**src/rtl/sram_like_slave_if.sv**
```systemverilog
// Bus bundle for sram_like_slave: sram_like request/response side plus the SRAM side.
interface sram_like_slave_if;
  logic        req;
  logic        wr;
  logic [1:0]  size;
  logic [31:0] addr;
  logic [31:0] wdata;
  logic        addr_ok;
  logic        data_ok;
  logic [31:0] rdata;
  logic        sram_en;
  logic [3:0]  sram_wen;
  logic [31:0] sram_addr;
  logic [31:0] sram_wdata;
  logic [31:0] sram_rdata;

  modport slave (
    input  req, wr, size, addr, wdata, sram_rdata,
    output addr_ok, data_ok, rdata, sram_en, sram_wen, sram_addr, sram_wdata
  );

  modport master (
    output req, wr, size, addr, wdata, sram_rdata,
    input  addr_ok, data_ok, rdata, sram_en, sram_wen, sram_addr, sram_wdata
  );
endinterface

```
**src/rtl/sram_like_slave.sv**
```systemverilog
// Single-outstanding sram_like slave bridging to a synchronous SRAM.
// Optional response wait states enabled by defining SRAM_LIKE_WAIT_EN.
module sram_like_slave #(
  parameter int unsigned WAIT_CYCLES = 0
) (
  input logic              clk,
  input logic              resetn,
  sram_like_slave_if.slave bus
);

  typedef enum logic [1:0] {IDLE, ACCESS, WAIT, RESP} state_t;

  if (WAIT_CYCLES > 15) begin : g_wait_range
    $error("WAIT_CYCLES must be in 0..15");
  end

`ifdef SRAM_LIKE_WAIT_EN
  localparam logic [3:0] WAIT_EFF = 4'(WAIT_CYCLES);
`else
  localparam logic [3:0] WAIT_EFF = '0;
`endif

  state_t      state, state_next;
  logic        accept;
  logic        wr_q;
  logic [1:0]  size_q;
  logic [31:0] addr_q;
  logic [31:0] wdata_q;
  logic [31:0] rbuf_q;
  logic        capture_q;
  logic [3:0]  wen_calc;

  assign accept      = resetn && (state == IDLE) && bus.req;
  assign bus.addr_ok = accept;

  always_ff @(posedge clk or negedge resetn) begin
    if (!resetn) state <= IDLE;
    else         state <= state_next;
  end

`ifdef SRAM_LIKE_WAIT_EN
  logic [3:0] cnt_q;

  always_ff @(posedge clk or negedge resetn) begin
    if (!resetn)                cnt_q <= '0;
    else if (state == ACCESS)   cnt_q <= WAIT_EFF;
    else if (state == WAIT)     cnt_q <= cnt_q - 4'd1;
  end
`endif

  always_comb begin
    state_next = state;
    case (state)
      IDLE:    if (accept) state_next = ACCESS;
      ACCESS:  state_next = (WAIT_EFF == '0) ? RESP : WAIT;
`ifdef SRAM_LIKE_WAIT_EN
      WAIT:    if (cnt_q == 4'd1) state_next = RESP;
`endif
      RESP:    state_next = IDLE;
      default: state_next = IDLE;
    endcase
  end

  always_ff @(posedge clk or negedge resetn) begin
    if (!resetn) begin
      wr_q      <= 1'b0;
      size_q    <= '0;
      addr_q    <= '0;
      wdata_q   <= '0;
      rbuf_q    <= '0;
      capture_q <= 1'b0;
    end else begin
      capture_q <= (state == ACCESS);
      if (capture_q) rbuf_q <= bus.sram_rdata;
      if (accept) begin
        wr_q    <= bus.wr;
        size_q  <= bus.size;
        addr_q  <= bus.addr;
        wdata_q <= bus.wdata;
      end
    end
  end

  always_comb begin
    case (size_q)
      2'b00:   wen_calc = 4'b0001 << addr_q[1:0];
      2'b01:   wen_calc = addr_q[1] ? 4'b1100 : 4'b0011;
      default: wen_calc = 4'b1111;
    endcase
  end

  always_comb begin
    bus.sram_en    = 1'b0;
    bus.sram_wen   = '0;
    bus.sram_addr  = '0;
    bus.sram_wdata = '0;
    bus.data_ok    = 1'b0;
    bus.rdata      = '0;
    case (state)
      ACCESS: begin
        bus.sram_en    = 1'b1;
        bus.sram_addr  = {addr_q[31:2], 2'b00};
        bus.sram_wdata = wdata_q;
        if (wr_q) bus.sram_wen = wen_calc;
      end
      RESP: begin
        bus.data_ok = 1'b1;
        // With no wait states RESP is the capture cycle itself, so the SRAM word passes straight through.
        if (!wr_q) bus.rdata = capture_q ? bus.sram_rdata : rbuf_q;
      end
      default: ;
    endcase
  end

endmodule

```
**src/flat_wrapper.sv**
```systemverilog
// flat-port wrapper written by rule: the top's interface ports become plain ports
module sram_like_slave_flat 
#(
  parameter int unsigned WAIT_CYCLES = 0
)
  (clk, resetn, bus_req, bus_wr, bus_size, bus_addr, bus_wdata, bus_sram_rdata, bus_addr_ok, bus_data_ok, bus_rdata, bus_sram_en, bus_sram_wen, bus_sram_addr, bus_sram_wdata);
  sram_like_slave_if bus_i ();
  input logic clk;
  input logic resetn;
  input wire logic [$bits(bus_i.req)-1:0] bus_req;
  input wire logic [$bits(bus_i.wr)-1:0] bus_wr;
  input wire logic [$bits(bus_i.size)-1:0] bus_size;
  input wire logic [$bits(bus_i.addr)-1:0] bus_addr;
  input wire logic [$bits(bus_i.wdata)-1:0] bus_wdata;
  input wire logic [$bits(bus_i.sram_rdata)-1:0] bus_sram_rdata;
  output wire logic [$bits(bus_i.addr_ok)-1:0] bus_addr_ok;
  output wire logic [$bits(bus_i.data_ok)-1:0] bus_data_ok;
  output wire logic [$bits(bus_i.rdata)-1:0] bus_rdata;
  output wire logic [$bits(bus_i.sram_en)-1:0] bus_sram_en;
  output wire logic [$bits(bus_i.sram_wen)-1:0] bus_sram_wen;
  output wire logic [$bits(bus_i.sram_addr)-1:0] bus_sram_addr;
  output wire logic [$bits(bus_i.sram_wdata)-1:0] bus_sram_wdata;
  assign bus_i.req = bus_req;
  assign bus_i.wr = bus_wr;
  assign bus_i.size = bus_size;
  assign bus_i.addr = bus_addr;
  assign bus_i.wdata = bus_wdata;
  assign bus_i.sram_rdata = bus_sram_rdata;
  assign bus_addr_ok = bus_i.addr_ok;
  assign bus_data_ok = bus_i.data_ok;
  assign bus_rdata = bus_i.rdata;
  assign bus_sram_en = bus_i.sram_en;
  assign bus_sram_wen = bus_i.sram_wen;
  assign bus_sram_addr = bus_i.sram_addr;
  assign bus_sram_wdata = bus_i.sram_wdata;
  sram_like_slave #(.WAIT_CYCLES(WAIT_CYCLES)) u_core (.clk(clk), .resetn(resetn), .bus(bus_i));
endmodule
```
**config.mk**
```make
export PLATFORM = sky130hd
export DESIGN_NAME = sram_like_slave_flat
export DESIGN_NICKNAME = d
export VERILOG_FILES = /design/src/rtl/sram_like_slave_if.sv /design/src/rtl/sram_like_slave.sv /design/src/flat_wrapper.sv
export SDC_FILE = /design/constraint.sdc
export NUM_CORES = 1
export LEC_CHECK = 0
export CORE_ASPECT_RATIO = 1.1
export CORE_UTILIZATION = 42
export CTS_CLUSTER_DIAMETER = 120
export DETAILED_ROUTE_END_ITERATION = 10
export PLACE_DENSITY = 0.81
export SYNTH_ARGS = -nofsm -noshare
export SYNTH_HDL_FRONTEND = slang
export SYNTH_SLANG_ARGS = --single-unit
```
**constraint.sdc**
```tcl
create_clock -name clk -period 1.8 [get_ports clk]
set_clock_uncertainty 0.2 [all_clocks]
set_input_delay 0.36 -clock clk [delete_from_list [all_inputs] [get_ports clk]]
set_output_delay 0.36 -clock clk [all_outputs]
set_load 0.01 [all_outputs]
```
==> impl_metrics.tcl, run 1 <==
set metrics [dict create \
    reg2reg_from "u_core.state[0]" \
    ys_warn_count 0 \
    setup_ws_ns -0.465 \
    period_minus_slack_ns 2.26 \
    core_um2 10400 \
    yosys_register_bits 102 \
    critPathArrivalTime_ns 1.70 \
    synth.distinct_cells 17 \
    grt_max_degree 47 \
    clkSinkCount 102 \
    grt_util_all_layers_pct 23.4 \
    drive_above_1_share_pct 58.6 \
    critPathBufInv 4 \
    fin_area_um2 8270 \
    async_reset_ff_share_pct 100 \
    diodes 0 \
    cap_viol_max_count 0 \
    area_growth_pct 84.1 \
    ys_top_cells_by_count "102 x dfrtp_1, 75 x mux2_2, 63 x and2_1" \
    min_delay_path_depth 1 \
    leakage_uw 0.00386 \
    setup_viol 168 \
    cp_slowest_cell "dfrtp_2" \
    synth_top_area_share_pct 56.8 \
    r2r_slack_ns -0.12 \
    ant_nets 0 \
    netlist_area_um2 4490 \
    start_kind "flop" \
    clockPowerShare_pct 14.1 \
    intPower_uw 9760 \
    rsz0062_at_grt "yes" \
    hpwlAfterDp_um 8020 \
    cts.clk_slew.worst_paths_ns 0.07 \
    path_cells "buf_12 -> buf_16 -> buf_6 -> mux2_4 -> nor2b_1 -> buf_2" \
    synth_edf_count 0 \
    required_ns 1.24 \
    routed_wl_um 14200 \
    cts_root_buffer "clkbuf_16" \
    std_cell_rows 39 \
    nets 697 \
    die_area_um2 11100 \
    hold_viol_final 0 \
    place_ws_ns -0.447 \
    power_frac_seq_pct 29.5 \
    antenna_found_initial 0 \
    placed_cell_area_um2 6750 \
    crit_fanout 8 \
    die_y_um 110 \
    initial_utilization_pct 43.2 \
    routedWlPerCell_um 19.1 \
    grt_pass1_wl_um 19800 \
    crit_type "reg2out" \
    drc 0 \
    r2r_end "u_core.addr_q[2]" \
    cp_top_family "buffers and inverters" \
    initialDrtViolationCount 70 \
    synth_most_common_cell "dfrtp_1" \
    cts_tree "built" \
    synth_top_area_cell "dfrtp_1" \
    port_buffers 202 \
    cpPeakStageDelay_ns 0.43 \
    globalRouteOverflowTotal 0 \
    synth_area_leaders "dfrtp_1 57%, mux2_2 19%, and2_1 8.8%" \
    whs_endpoint "u_core.rbuf_q[9]" \
    power_frac_comb_pct 56.4 \
    synthCells 339 \
    ys_seq_area_share_pct 56.8 \
    dr.pass1.iters 4 \
    peakVddDrop_v 0.000987 \
    syn_avg_cell_area_um2 13.3 \
    dieWidth_um 101 \
    power_switching_share_pct 29.6 \
    gp_congestion 0.705 \
    r2r_cells 6 \
    clockBufferDepth 2 \
    crit_cells 6 \
    fmax_mhz 442 \
    worst_hold_path_type "reg2reg" \
    synthFlopType "dfrtp_1" \
    via_count 3620 \
    fin_crit_sh_pct 126 \
    clk_latency_ns 0.34 \
    n_fill_cell 613 \
    io_pins 205 \
    power.switching_uw 4100 \
    grt_pass1_vias 3782 \
    violations "setup timing" \
    worst_setup_path_end_kind "output port" \
    hold_path.startpoint "u_core.rbuf_q[9]" \
    status "finished, violations left" \
    viasPerCell 4.88 \
    cts_buffers 9 \
    power_density_nw_per_um2 1680 \
    slew_viol_final 0 \
    htreeDepth 3 \
]
## how the worst max path moves through the flow
stage / slack (ns) / to / startpoint
finish: -0.46 / bus_rdata[14] / u_core.capture_q
detailed placement: -0.45 / u_core.wdata_q[2] / bus_req
global route: -0.51 / bus_rdata[14] / u_core.capture_q
floorplan: 0.08 / bus_rdata[10] / u_core.capture_q
global placement: -0.43 / bus_addr_ok / bus_req
CTS: -0.54 / bus_rdata[18] / u_core.capture_q
## power by group through the flow
stage / combinational (uW) / clock, uW / sequential (uW)
3_5_place_dp: 4830 / 0 / 3970
2_1_floorplan: 2650 / 0 / 3790
5_1_grt: 8220 / 2050 / 4200
6_report: 7810 / 1950 / 4090
3_3_place_gp: 4700 / 0 / 3890
4_1_cts: 6640 / 1970 / 3980
## per-layer routing
metal  GRT usage, %  wire length (um)  up-vias
met3           6.27               893       31
met1           25.8              5210     1815
li1               -                 -     1634
met5              0                 0        -
met2           41.6              7660      140
met4           10.3               405        0
## worst register-to-register path, delay by kind of cell (launching register included)
family | cells | cell delay [ns]
flops | 1 | 0.40
mux | 1 | 0.30
simple gates | 1 | 0.28
buf+inv | 4 | 0.63
## cells by family (layout without fill, tap and decap cells)
group                  Yosys count  after routing  synth area share (%)
multiplexers                    99             99                  24.8
buffers and inverters           25            284                  3.06
AND/OR/NAND/NOR                105            105                  14.4
other                            1              2                0.0835
flip-flops                     102            102                  56.8
AO/OA/AOI/OAI                    7              7                 0.780
## area by class of cell
cell class	count	area [um^2]	area share [%]
clock inverters	3	45.0	0.545
repair buffers	267	2910	35.2
flip-flops and latches	102	2550	30.9
multi-input cells	213	2330	28.1
well taps	143	179	2.16
clock buffers	12	246	2.98
inverters	2	7.51	0.0908
## flip-flops by register name (all words and copies together) (netlist names)
signal	count
u_core.capture_q	1
u_core.wr_q	1
u_core.size_q	2
u_core.addr_q	32
u_core.rbuf_q	32
u_core.wdata_q	32
u_core.state	2
## stage by stage
step	TNS [ns]	util, %	total power (uW)	instances	hold slack [ns]
floorplan	0	-	6440	340	-0.136
global placement	-51.53	64.9	8590	678	0.257
detailed placement	-53.15	64.9	8800	678	0.267
CTS	-37.08	73.7	12600	730	0.286
global route	-42.18	79.6	14500	742	0.306
finish	-35.13	79.6	13900	742	0.295
## repair_timing
action	in CTS	in global routing
buffers inserted	27	10
hold endpoints to repair	43	0
setup endpoints to repair	124	227
hold buffers	1	0
gates cloned	9	9
pin swaps	26	27
gates resized for setup	522	159
## layout by cell type (no fill, tap or decap), types with 3 or more instances in the layout
| cell | instances |
|---|---|
| a21oi_1 | 3 |
| and2_4 | 62 |
| buf_12 | 13 |
| buf_16 | 3 |
| buf_2 | 30 |
| buf_4 | 10 |
| buf_6 | 93 |
| buf_8 | 6 |
| clkbuf_16 | 16 |
| clkbuf_2 | 4 |
| clkdlybuf4s50_1 | 100 |
| dfrtp_1 | 101 |
| mux2_2 | 18 |
| mux2_4 | 81 |
| nor2b_1 | 30 |
| nor2b_4 | 4 |
Note: power is estimated with default switching activity, not from simulation.
==> inputs of run 2 (changes only) <==
--- a/config.mk
+++ b/config.mk
@@ -5,6 +5,7 @@
 export SDC_FILE = /design/constraint.sdc
 export NUM_CORES = 1
 export LEC_CHECK = 0
+export CAP_MARGIN = 40
 export CORE_ASPECT_RATIO = 1.1
 export CORE_UTILIZATION = 42
 export CTS_CLUSTER_DIAMETER = 120
==> constraint.sdc (replaced) <==
create_clock -name clk -period 2.1 [get_ports clk]
set_clock_uncertainty 0.2 [all_clocks]
set_input_delay 0.42 -clock clk [delete_from_list [all_inputs] [get_ports clk]]
set_output_delay 0.42 -clock clk [all_outputs]
set_load 0.01 [all_outputs]
==> run 2 against run 1 <==
  * The flow finishes with violations (hold timing, setup timing)
  * Combinational power decreased by 30%
  * First-iteration DRC count increased by 61%
  * Largest cell class is now registers
  * Global-route usage is 1.6 points lower
  * Critical path type unchanged
  * Highest routed layer unchanged
  * Utilization shrank 7.1 points
==> impl_metrics.tcl, run 2 (synthesis results as in run 1) <==
set metrics [dict create \
    hold_viol_final 17 \
    setup_viol 77 \
    worst_setup_path_end_kind "output port" \
    status "finished, violations left" \
    port_buffers 202 \
    fin_area_um2 7530 \
    layout_common_cells "101 x dfrtp_1, 100 x clkdlybuf4s50_1, 62 x mux2_2" \
    nets 667 \
    diodes 0 \
    period_minus_slack_ns 2.25 \
    place_ws_ns -0.274 \
    met2_usage_pct 39.1 \
    reg2reg_from "u_core.state[1]" \
    dr.pass1.iters 2 \
    routedWlPerCell_um 17.8 \
    grt.busiest_layer "met2" \
    peakVddDrop_v 0.000716 \
    ant_nets 0 \
    met3_usage_pct 5.38 \
    cts_root_buffer "clkbuf_16" \
    grt_util_all_layers_pct 21.8 \
    die_y_um 110 \
    violations "hold timing, setup timing" \
    grt_pass1_wl_um 18500 \
    largestRegisters "u_core.addr_q (32), u_core.rbuf_q (32), u_core.wdata_q (32)" \
    worst_hold_path_type "in2async" \
    relSlewSlack_pct 63.6 \
    power_density_nw_per_um2 1400 \
    cts_buffers 9 \
    initialDrtViolationCount 113 \
    r2r_slack_ns 0.14 \
    core_um2 10400 \
    globalRouteOverflowTotal 0 \
    via_count 3426 \
    slew_viol_final 0 \
    antenna_found_initial 1 \
    whs_ns -0.0114 \
    htreeDepth 3 \
    cap_viol_max_count 0 \
    critPathArrivalTime_ns 1.63 \
    viasPerCell 4.82 \
    cts_tree "built" \
    path_cells "buf_6 -> buf_12 -> mux2_4 -> nor2b_1 -> buf_2" \
    rsz0062_at_grt "yes" \
    hpwlAfterDp_um 7650 \
    area_growth_pct 67.7 \
    clkSinkCount 102 \
    cts.clk_slew.worst_paths_ns 0.06 \
    r2r_end "u_core.addr_q[26]" \
    placed_cell_area_um2 6730 \
    start_kind "flop" \
    required_ns 1.48 \
    final_cells 711 \
    fmax_mhz 445 \
    cp_slowest_cell "dfrtp_2" \
    fin_setup_tns_ns -5.87 \
    initial_utilization_pct 43.2 \
    crit_type "reg2out" \
    routed_wl_um 12700 \
    clockBufferDepth 2 \
    die_area_um2 11100 \
    drive_above_1_share_pct 50.2 \
    crit_fanout 8 \
    leakage_uw 0.00346 \
    fin_crit_sh_pct 107 \
    use_met1_pct 24.4 \
    mostFrequentLayoutCell "dfrtp_1" \
    std_cell_rows 39 \
    gp_congestion 0.698 \
    grt_pass1_vias 3648 \
    cpPeakStageDelay_ns 0.43 \
    place_inst 672 \
    drc 0 \
    worstMarginPinSlew_ns 0.545 \
    clk_latency_ns 0.33 \
    io_pins 205 \
    dieWidth_um 101 \
    holdBufCountCts 0 \
    setup_ws_ns -0.149 \
    r2r_cells 6 \
    grt_max_degree 104 \
]
[run 2: cell count changes in the layout (fill, tap and decap cells not counted), sizes merged]
cell | previous run | this run
buf | 155 | 129
clkbuf | 23 | 19
clkinvlp | 2 | 0
dlygate4sd2 | 0 | 2
dlygate4sd3 | 1 | 0
[run 2: critical path, delay by kind of cell (launching register included)]
kind / cells / cell delay [ns]
buf+inv: 3 / 0.43
flops: 1 / 0.43
mux: 1 / 0.31
simple gates: 1 / 0.13
[run 2: repair_timing]
action,4_1_cts,5_1_grt
buffers inserted,7,8
pin swaps,10,28
endpoints found under the setup margin,101,101
cloned,6,5
resized for setup,431,111
[run 2: area by class of cell]
class	count	area (um^2)
fillers	743	2860
repair buffers	237	2410
clock inverters	1	30.0
flip-flops and latches	102	2550
inverters	2	7.51
clock buffers	13	260
multi-input cells	213	2090
well taps	143	179
[run 2: how the worst max path moves through the flow]
stage	startpoint	end	slack, ns
2_1_floorplan	u_core.capture_q	bus_rdata[10]	0.32
3_3_place_gp	bus_sram_rdata[20]	bus_rdata[20]	-0.24
3_5_place_dp	bus_sram_rdata[20]	bus_rdata[20]	-0.27
4_1_cts	u_core.capture_q	bus_rdata[14]	-0.24
5_1_grt	u_core.state[1]	bus_rdata[17]	-0.19
6_report	u_core.capture_q	bus_rdata[14]	-0.15
[run 2: stage by stage]
stage               util (%)  hold slack (ns)  power [uW]
finish                  72.5          -0.0114       10500
floorplan                  -          -0.0756        5520
global placement        64.7            0.259        7350
CTS                     66.5           0.0237        9490
detailed placement      64.7            0.267        7520
global route            72.5           0.0395       11100
[run 2: power by group]
part / switching (uW) / leakage, uW / internal [uW]
Sequential: 453 / 0.00120 / 2970
Clock: 673 / 0.000142 / 977
Combinational: 2020 / 0.00212 / 3450
[run 2: per-layer routing]
layer / vias to the layer above / routed length, um
met2: 128 / 6740
met3: 23 / 793
met4: 0 / 314
met1: 1710 / 4810
li1: 1565 / -
met5: - / 0
